File: src/rtl/synchronizer_level.sv
// synchronizer_level
// Multi-bit level synchronizer into the clk_out domain. Each bit runs through
// its own STAGES-deep flop chain. A history flop after the last stage lets the
// block flag the first enabled cycle in which a bit is seen high.
// STAGES is expected to be in the range 2..4.
// All bits are independent; a multi-bit word is not guaranteed to arrive
// coherently in a single cycle.

module synchronizer_level #(
    parameter int WIDTH  = 1,
    parameter int STAGES = 2
) (
    input  logic             clk_out,
    input  logic             rst,
    input  logic             clk_en,
    input  logic [WIDTH-1:0] sync_in,
    output logic [WIDTH-1:0] sync_out_reg2,
    output logic [WIDTH-1:0] sync_out_p1
);

    // stage_q[0] is the capture flop and stage_q[STAGES-1] is the output stage.
    logic [WIDTH-1:0] stage_q [STAGES];
    logic [WIDTH-1:0] stage_d [STAGES];
    logic [WIDTH-1:0] hist_q;
    logic [WIDTH-1:0] hist_d;

    // Next state: shift the chain on enabled edges and hold it otherwise.
    // sync_in reaches the first stage through the enable mux only.
    always_comb begin
        for (int i = 0; i < STAGES; i++) begin
            stage_d[i] = stage_q[i];
        end
        hist_d = hist_q;
        if (clk_en) begin
            stage_d[0] = sync_in;
            for (int i = 1; i < STAGES; i++) begin
                stage_d[i] = stage_q[i-1];
            end
            hist_d = stage_q[STAGES-1];
        end
    end

    // Register the chain. Reset clears every flop, whatever clk_en is, and the
    // cleared value counts as "low" for edge detection afterwards.
    always_ff @(posedge clk_out) begin
        if (rst) begin
            for (int i = 0; i < STAGES; i++) begin
                stage_q[i] <= '0;
            end
            hist_q <= '0;
        end else begin
            for (int i = 0; i < STAGES; i++) begin
                stage_q[i] <= stage_d[i];
            end
            hist_q <= hist_d;
        end
    end

    // The level output comes straight from the last flop. The pulse output is
    // gated by clk_en, so it stays low in disabled cycles and lasts exactly one
    // enabled cycle.
    assign sync_out_reg2 = stage_q[STAGES-1];
    assign sync_out_p1   = stage_q[STAGES-1] & ~hist_q & {WIDTH{clk_en}};

endmodule

File: config.mk
export PLATFORM = sky130hd
export DESIGN_NAME = synchronizer_level
export DESIGN_NICKNAME = d
export VERILOG_FILES = /design/src/rtl/synchronizer_level.sv
export SDC_FILE = /design/constraint.sdc
export NUM_CORES = 1
export LEC_CHECK = 0
export CAP_MARGIN = 5
export CORE_AREA = 2 2 39 41
export DETAILED_ROUTE_END_ITERATION = 8
export DIE_AREA = 0 0 41 43
export GPL_ROUTABILITY_DRIVEN = 1
export PLACE_DENSITY_LB_ADDON = 0.12
export REMOVE_ABC_BUFFERS = 1
export SETUP_SLACK_MARGIN = 0.4
export SLEW_MARGIN = 20
export SYNTH_ARGS = -nofsm -noshare
export SYNTH_HDL_FRONTEND = slang
export SYNTH_SLANG_ARGS = --single-unit
File: constraint.sdc
create_clock -name clk_out -period 0.8 [get_ports clk_out]
set_input_delay 0.08 -clock clk_out [delete_from_list [all_inputs] [get_ports clk_out]]
set_output_delay 0.08 -clock clk_out [all_outputs]
set_load 0.01 [all_outputs]
# Word level (Yosys, flattened, before mapping)
# Memory sizes are Yosys's and may differ from the RTL's.
# Index checks and enable logic that the tools add are counted.
[classes]
shift = 0
n_bitwise = 5
mux = 6
n_eq_ne = 0
mul = 0
div_mod_pow = 0
n_reduce_logical = 0
magnitude_cmp = 0
add_sub_neg = 0
[op_table]
columns = ["cell", "n"]
rows = [
  ["2-to-1 mux 1 bit", 5],
  ["bitwise AND 1 bit", 2],
  ["2-to-1 mux 2 bit", 1],
  ["bitwise OR 1 bit", 2],
  ["inverter 1 bit", 1],
]
[totals]
regBits = 1
rom_bits = 0
n_memories = 1
latch_bits = 0
ramBits = 2
elab_cells = 13
[mem_list]
columns = ["memory", "depth", "width", "rd", "rd_ports_with_merged_regs", "wr", "line", "source"]
rows = [
  ["stage_q", 2, 1, 2, 0, 2, "22", "logic [WIDTH-1:0] stage_q [STAGES];"],
]

# Longest topological paths before layout
[depth]
word_depth = 3
mapped_depth = 2

# Least setup slack after synthesis
# OpenSTA, ideal clock, no wires.
[synth_timing]
path_type = "register to output"
from = "memory stage_q[1][0] (netlist: stage_q[0][1])"
to = "output port sync_out_p1"
n_path_buf = 0
slack_ns = 0.103
arrival_time_ns = 0.617
path_stages_with_launch = 3
required_time_ns = 0.720
path_cell_list = "dfxtp_1 -> nand2_1 -> nor2_1"
[synth_lines]
columns = ["element", "line", "source"]
rows = [
  ["from (decl)", "22", ""],
  ["to (decl)", "18", "output logic [WIDTH-1:0] sync_out_p1"],
]

==> run metrics <==
status=complete, but fails checks; violations in the final reports=setup timing; hold path depth=3; Design Area, Final=217.7 um^2; DRC marker count from the first detailed-route iteration=1; Crit Reg-Reg Endpoint=stage_q[0][1]$_SDFFE_PP0P_; final count of hold timing violations=0; area used by sequential logic in the layout=62.56 um^2; I/O pins=6; antenna violations before repair=0; maximum capacitance violations=0; static leakage power=0.09783 nW; Clock Skew=0.0007999 ns; FP Rows=14; Final Worst Setup Slack=-0.08028 ns; sink of the worst hold path=hist_q$_SDFFE_PP0P_; average vias per placed instance=2.868; All-Layer GR Usage=4.213%; clock-pin slew on the worst setup and hold paths=0.04 ns; Most used DFF post-synth=sky130_fd_sc_hd__dfxtp_1; type of the worst setup path=flip-flop to output pin; number of flops mapped to enable cells by yosys=0; crit-path max FO=2; minimum setup slack among reg-to-reg paths=0.08 ns; Max rail drop VDD=0.3776 mV; layout overhead on the synthesized area=104.7%; fin. max-slew vios=0; flip-flop and latch count after synthesis=3; filler cell count=155; combinational cell fraction of total power=8.8%; synthesized area per cell=9.668 um^2; HP Start=clk_en; required time of the critical path=0.72 ns; first-pass GRT wire length=393 um; cell count of the worst reg-to-reg path=3; Post-CTS Hold Buffers=0; post-synthesis sequential area ratio=56.47%; Die Outline Area=1763 um^2; share of flip-flops with an asynchronous set or reset after synthesis=0%; unrepaired setup endpoints after global routing=yes; Final Wtd Congestion=0.5329; insertion delay of the later-clocked pin in the worst-skew pair=0.23 ns; worst min path class=input port to flip-flop; routed wire length per instance=6.947 um; count of input and output buffers=5; critical path launch point type=flip-flop; Die Span Y=43 um; total power of the final layout=0.4653 mW; internal power component=0.3703 mW; timing startpoint of the critical path=stage_q[0][1]$_SDFFE_PP0P_; cell type contributing the most total cell area after synthesis=sky130_fd_sc_hd__dfxtp_1; Pwr Density=2137 nW/um^2; Post-Synthesis Cells=11; upper clock frequency limit=1.136 GHz; end-of-flow core utilization=15.73%; count of nets after finishing=27; number of setup violations in the final report=2; sw frac=20.42%; H-Tree Depth=1; Synth Warn #=0; Tcrit/Tclk final=110.0%; Initial DRT Pass Iterations=2; Sum Neg Setup Slack=-0.1432 ns; Core ar.=1384 um^2; worst slew slack as a fraction of its limit=91.93%; Worst Path Arrival=0.80 ns; CTS Buf Count=3; final critical-path required period=0.8803 ns; area taken by multi-input logic gates=48.80 um^2; initial core utilization=7.685%; top-area cell type share of the netlist area=56.47%; CTS Root Buffer Type=sky130_fd_sc_hd__clkbuf_4; list of most frequent post-synthesis cells=sky130_fd_sc_hd__dfxtp_1, sky130_fd_sc_hd__nor2_1, sky130_fd_sc_hd__mux2i_1; Switch Pwr=0.09500 mW; Yosys cell types=6; clock share of power=56.8%; clock tree buffer depth=2; layout cell share with drive strength beyond 1=45.45%; startpoint of the worst-slack reg-to-reg timing path=stage_q[0][1]$_SDFFE_PP0P_; number of clock sinks=3; diodes inserted=0; proportion of power drawn by flip-flops and latches=34.4%; CTS tree=done; area of the mapped netlist=106.4 um^2; residual DRC count=0; vias in the first global route=100; pin count of the biggest net entering global routing=4; Die W=41 um; placement-stage cell area=191.4 um^2; gr ovfl total=0; via total after detailed routing=109; hold_ws=0.2981 ns; post-route antenna net violation count=0; total wirelength of the detailed-routed design=264 um; critical path capture point type=output pin; cell types with the largest area share after synthesis=sky130_fd_sc_hd__dfxtp_1, sky130_fd_sc_hd__mux2i_1, sky130_fd_sc_hd__nor2_1, sky130_fd_sc_hd__nand2b_1, sky130_fd_sc_hd__a21oi_1; Worst Tran Pin Value=0.1177 ns
[worst max-delay path: stages, from the launching register on]
cell and delay (ns):
sky130_fd_sc_hd__dfxtp_2 0.32, sky130_fd_sc_hd__nand2_2 0.05, sky130_fd_sc_hd__nor2_1 0.07, sky130_fd_sc_hd__buf_2 0.13
[power by group through the flow]
stage,Sequential [mW],Clock [mW],Combinational [mW]
floorplan,0.162,0,0.0101
global placement,0.161,0,0.0430
detailed placement,0.161,0,0.0422
CTS,0.160,0.285,0.0410
global route,0.161,0.292,0.0451
finish,0.160,0.265,0.0408
[layer usage]
layer | up-vias | global-route usage [%] | share of wire (%)
met1 | 43 | 3.846 | 43
met3 | 2 | 3.141 | 18
met4 | 0 | 8.000 | 2.3
met5 | - | 0 | 0
li1 | 58 | - | -
met2 | 6 | 3.750 | 36
[worst max path at each step]
stage,to,slack (ns),cells after the start
2_1_floorplan,sync_out_p1,0.10,2
3_3_place_gp,sync_out_p1,-0.54,4
4_1_cts,sync_out_p1,-0.09,3
6_report,sync_out_p1,-0.08,3
3_5_place_dp,sync_out_p1,-0.54,4
5_1_grt,sync_out_p1,-0.12,3
[cell usage in the layout, fill, tap and decap left out, drive strengths merged]
cell,count
clkbuf,4
buf,4
nor2,3
dfxtp,3
mux2i,2
clkdlybuf4s50,2
nand2,1
nand2b,1
a21oi,1
dlygate4sd2,1
[kinds of logic (layout without fill, tap and decap cells)]
logic type             count (synthesis)  after routing  share of synthesized area, %
AO/OA/AOI/OAI                          1              1                         4.701
multiplexers                           2              2                         18.82
AND/OR/NAND/NOR                        5              5                         20.00
flip-flops                             3              3                         56.47
buffers and inverters                  0             11                             0
[sequential cells by signal (all words and copies together) (netlist names)]
register	flops
stage_q	2
hist_q	1
[layout make-up]
class	instances	area share (%)
well taps	16	9.195
clock buffers	4	12.07
multi-input cells	8	22.41
flip-flops and latches	3	28.74
repair buffers	7	27.59
[metrics by stage]
stage,std cells,worst slack (ns)
6_report,38,-0.08028
5_1_grt,38,-0.1192
4_1_cts,38,-0.09424
3_5_place_dp,34,-0.5410
3_3_place_gp,34,-0.5388
2_1_floorplan,11,0.1029
[repair_timing]
item | CTS | global route
setup endpoints to repair | 5 | 5
pin swaps | 1 | 0
gates resized for setup | 13 | 0
setup buffers | 0 | 0
(Power assumes the default switching activity.)
